## config.mk

```make
export PLATFORM = sky130hd
export DESIGN_NAME = ext_mem_arbiter
export DESIGN_NICKNAME = d
export VERILOG_FILES = /design/src/rtl/ext_mem_arbiter.sv
export SDC_FILE = /design/constraint.sdc
export NUM_CORES = 1
export LEC_CHECK = 0
export CORE_AREA = 2 2 97 99
export CTS_BUF_LIST = sky130_fd_sc_hd__clkbuf_8 sky130_fd_sc_hd__clkbuf_16
export DETAILED_ROUTE_END_ITERATION = 16
export DIE_AREA = 0 0 99 101
export HOLD_SLACK_MARGIN = 0.06
export PLACE_DENSITY = 0.79
export SLEW_MARGIN = 40
export SYNTH_ARGS = -nofsm -noshare
export SYNTH_HDL_FRONTEND = slang
export SYNTH_SLANG_ARGS = --single-unit
```

## constraint.sdc

```tcl
create_clock -name clk -period 3.65 [get_ports clk]
set_input_delay 1.095 -clock clk [delete_from_list [all_inputs] [get_ports clk]]
set_output_delay 1.095 -clock clk [all_outputs]
set_load 0.1 [all_outputs]
```

## src/rtl/ext_mem_arbiter.sv

```systemverilog
// rtl/ext_mem_arbiter.sv - two-requester arbiter for the external memory read/write ports
module ext_mem_arbiter #(
    parameter int ADDR_WIDTH     = 20,
    parameter int DATA_WIDTH     = 32,
    parameter int READ_LATENCY   = 1,
    parameter int FIXED_PRIORITY = 0
) (
    input  logic                    clk,
    input  logic                    arst_n_in,
    input  logic [1:0]              req_valid,
    output logic [1:0]              req_ready,
    input  logic [1:0]              req_we,
    input  logic [1:0]              req_lock,
    input  logic [2*ADDR_WIDTH-1:0] req_addr,
    input  logic [2*DATA_WIDTH-1:0] req_wdata,
    output logic [1:0]              rsp_valid,
    output logic [DATA_WIDTH-1:0]   rsp_data,
    output logic                    ext_mem_read_en,
    output logic [ADDR_WIDTH-1:0]   ext_mem_read_addr,
    input  logic [DATA_WIDTH-1:0]   ext_mem_qout,
    output logic                    ext_mem_write_en,
    output logic [ADDR_WIDTH-1:0]   ext_mem_write_addr,
    output logic [DATA_WIDTH-1:0]   ext_mem_din
);

    logic                    rd_ptr_q, rd_ptr_d;
    logic                    wr_ptr_q, wr_ptr_d;
    logic [1:0]              rd_cand, wr_cand;
    logic                    rd_any, wr_any, rd_id, wr_id, collide, rd_gnt, wr_gnt;
    logic [ADDR_WIDTH-1:0]   addr_a  [2];
    logic [DATA_WIDTH-1:0]   wdata_a [2];
    logic [READ_LATENCY-1:0] pv_q;
    logic [READ_LATENCY-1:0] pid_q;

    always_comb begin
        addr_a[0]  = req_addr[0 +: ADDR_WIDTH];
        addr_a[1]  = req_addr[ADDR_WIDTH +: ADDR_WIDTH];
        wdata_a[0] = req_wdata[0 +: DATA_WIDTH];
        wdata_a[1] = req_wdata[DATA_WIDTH +: DATA_WIDTH];
        rd_cand    = req_valid & ~req_we;
        wr_cand    = req_valid & req_we;
        rd_any     = |rd_cand;
        wr_any     = |wr_cand;
        // With both candidates present the port pointer decides; otherwise the lone candidate wins.
        rd_id      = (rd_cand == 2'b11 && FIXED_PRIORITY == 0) ? rd_ptr_q : !rd_cand[0];
        wr_id      = (wr_cand == 2'b11 && FIXED_PRIORITY == 0) ? wr_ptr_q : !wr_cand[0];
        collide    = rd_any && wr_any && (addr_a[rd_id] == addr_a[wr_id]);
        rd_gnt     = arst_n_in && rd_any && !collide;
        wr_gnt     = arst_n_in && wr_any;

        req_ready[0] = (rd_gnt && !rd_id) || (wr_gnt && !wr_id);
        req_ready[1] = (rd_gnt && rd_id) || (wr_gnt && wr_id);

        ext_mem_read_en    = rd_gnt;
        ext_mem_read_addr  = rd_gnt ? addr_a[rd_id] : '0;
        ext_mem_write_en   = wr_gnt;
        ext_mem_write_addr = wr_gnt ? addr_a[wr_id] : '0;
        ext_mem_din        = wr_gnt ? wdata_a[wr_id] : '0;

        rd_ptr_d = rd_ptr_q;
        if (rd_gnt) rd_ptr_d = req_lock[rd_id] ? rd_id : !rd_id;
        wr_ptr_d = wr_ptr_q;
        if (wr_gnt) wr_ptr_d = req_lock[wr_id] ? wr_id : !wr_id;
    end

    always_ff @(posedge clk) begin
        if (!arst_n_in) begin
            rd_ptr_q <= 1'b0;
            wr_ptr_q <= 1'b0;
            pv_q     <= '0;
            pid_q    <= '0;
        end else begin
            rd_ptr_q <= rd_ptr_d;
            wr_ptr_q <= wr_ptr_d;
            pv_q[0]  <= rd_gnt;
            pid_q[0] <= rd_id;
            for (int i = 1; i < READ_LATENCY; i++) begin
                pv_q[i]  <= pv_q[i-1];
                pid_q[i] <= pid_q[i-1];
            end
        end
    end

    // The last tag stage lines up with the cycle in which the memory presents the data.
    always_comb begin
        rsp_valid = 2'b00;
        rsp_data  = '0;
        if (pv_q[READ_LATENCY-1]) begin
            rsp_valid = pid_q[READ_LATENCY-1] ? 2'b10 : 2'b01;
            rsp_data  = ext_mem_qout;
        end
    end

endmodule

```

==> results.toml <==
[placement]
portBuffers = 253
post_dp_cell_area_sq_um = 6693
dp_hpwl_mm = 10.50
dp.cells = 721
routabilityCongestion = 0.8409
pre_cts_slack_ns = -0.7341

[die]
chipHeight_um = 101
initial_core_util_pct = 20.53
ioPinCount = 254
coreArea_sq_um = 8977
die_w_um = 99
num_rows = 35
fp.dieArea_sq_um = 9999

[final_layout]
num-fill-cells = 550
layout.cells.non_filler = 737
ff_latch_area_sq_um = 80.08
final_nets = 772
syn_to_final_growth_pct = 280.9
drive_above_1_share_pct = 51.28
multi_input_area_sq_um = 2506
fin_area_sq_um = 7019
insertedDiodeCount = 0

[clock_network]
numCtsBuffers = 3
tritoncts = "yes"
cts.sinks = 4
clk_latency_ns = 0.22
clkTransAtPathRegs_ns = 0.03
h-tree-depth = 1
root_buffer = "clkbuf_8"
max-clock-path-buffers = 2
hold_buffers = 0

[worst_setup_path]
max_stage_delay_ns = 0.34
crit_fanout = 5
worstSetupPathType = "in -> out"
startpoint_type = "input pin"
crit_chain = "clkdlybuf4s15_1 > xor2_2 > nor4_2 > buf_4 > a32oi_4 > o211ai_4 > buf_6 > nor2_4 > buf_12"
crit_path_top_delay_cell = "o211ai_4"
worstPathArrival_ns = 2.92
worstSetupEndpointType = "primary output"
worstPathRequired_ns = 2.55

[timing]
setup_viol = 23
rsz0062_at_grt = "true"
fin_crit_sh_pct = 110.1
slew_violations = 0
finalCriticalPeriod_ns = 4.020
tns_ns = -8.212
fin_skew_ns = 0.002921
tightestPinTransition_ns = 0.7109
setup_ws_ns = -0.3698
fmax_mhz = 248.8
slew_headroom_pct = 52.54
finalHoldViolCount = 0

[yosys]
synth_edf_count = 0
synthSimpleGateAreaFrac_pct = 45.69
synthesis.nets = 469
seq_area_frac_synth_pct = 4.345
ys_top_cells_by_area = "nand2_1 (23%), a21oi_1 (14%), and2_1 (12%), mux2i_1 (11%), nor2_2 (6.1%)"
ys.flop_type = "dfxtp_1"
yosys_register_bits = 4
synthArstFlopShare_pct = 0
synth_area_sq_um = 1843
synth_top_family_by_area = "simple AND/OR/NAND/NOR gates"
synth_compound_area_share_pct = 23.49
synth_most_common_cell = "nand2_1"
synth_top_area_share_pct = 22.61
yosysTopAreaCell = "nand2_1"
synthCells = 325
synth_xor_area_share_pct = 7.128
synthAdderAreaFrac_pct = 0
synth_mux_area_share_pct = 11.41
syn_area_per_cell_sq_um = 5.671
ys_warn_count = 0
ys_types = 32
synth_commonest_cells = "nand2_1 (111), a21oi_1 (52), and2_1 (34)"

[route]
wl_met3_um = 940
num_vias = 3596
routed_wl_mm = 13.38
drt-pass1-iter-count = 4
postRouteAntennaNets = 0
routed-wl-met2_mm = 7.498
wl_per_cell_um = 18.16
wl_met1_mm = 4.492
top_layer = "met4"
via_per_inst = 4.879
drc = 0
drt_iter0_drc = 93

[power_and_ir_drop]
peakVddDrop_v = 0.0001225
finalPower_mw = 1.424
powerDensity_nw_per_um2 = 202.8
leakage_nw = 2.895

[run]
drv_cap = 0

[global_routing]
grt_max_degree = 41
grt_overflow = 0
antenna_found_initial = 0
grt_pass1_wl_mm = 19.93
grt_pass1_vias = 3922
track_usage_pct = 24.66

[run_status]
status = "finished with violations"
violations = "negative setup slack"

[min_path]
hold_path_class = "reg -> reg"
sequential cells by signal (all words and copies together) (netlist names):
name and flops:
wr_ptr_q 1, pv_q 1, rd_ptr_q 1, pid_q 1
report_power, final:
| part | switching (mW) | internal [mW] | total, mW |
|---|---|---|---|
| clock | 0.0268 | 0.0707 | 0.0974 |
| sequential | 0.00612 | 0.0477 | 0.0538 |
| combinational | 0.755 | 0.518 | 1.27 |
layout make-up:
cell class | instances | area share (%)
Sequential cell | 4 | 1.141
Tap cell | 111 | 1.979
Clock buffer | 3 | 0.5882
Multi-Input combinational cell | 288 | 35.70
Inverter | 8 | 0.6239
Timing Repair Buffer | 323 | 59.96
worst paths after layout:
kind | slack, ns | from | cells after the start | endpoint
worst min-delay path | 0.51 | wr_ptr_q | 1 | wr_ptr_q
worst max register to register | 1.58 | rd_ptr_q | 8 | rd_ptr_q
worst max-delay path | -0.37 | req_addr[24] | 9 | ext_mem_read_addr[8]
worst min register to register | 0.51 | wr_ptr_q | 1 | wr_ptr_q
through the flow:
stage	util, %	hold WS (ns)
finish	78.19	0.5084
floorplan	-	0.4718
global route	78.19	0.5134
CTS	77.03	0.5101
detailed placement	74.55	0.5028
global placement	74.55	0.4863
critical path: cells and delay by family:
kind / cells / cell delay (ns)
XOR/XNOR: 1 / 0.19
AND/OR/NAND/NOR: 2 / 0.36
AO/OA/AOI/OAI: 2 / 0.48
buffers and inverters: 4 / 0.80
routing by layer:
layer	global-route usage (%)	vias up
li1	-	1675
met1	24.89	1692
met2	49.01	192
met3	4.993	37
met4	9.694	0
met5	0	-
logic make-up after synthesis:
family,after synthesis
multiplexers,21
flip-flops,4
AO/OA/AOI/OAI,71
AND/OR/NAND/NOR,181
XOR/XNOR,15
buffers and inverters,33
what timing repair did:
item,CTS,global route
resized for setup,179,25
setup buffers,10,3
pin swaps,33,14
endpoints found under the setup margin,76,75
cloned,1,3
layout by cell type (no fill, tap or decap), drive strengths merged, types with 7 or more instances in the layout:
cell type / netlist / routed
buf: 3 / 205
nand2: 111 / 111
clkdlybuf4s50: 0 / 99
a21oi: 52 / 52
and2: 34 / 34
nor2: 22 / 22
mux2i: 21 / 21
dlygate4sd2: 0 / 9
xnor2: 9 / 9
inv: 8 / 7
clkbuf: 22 / 7
Power figures use the tool's default switching activity.
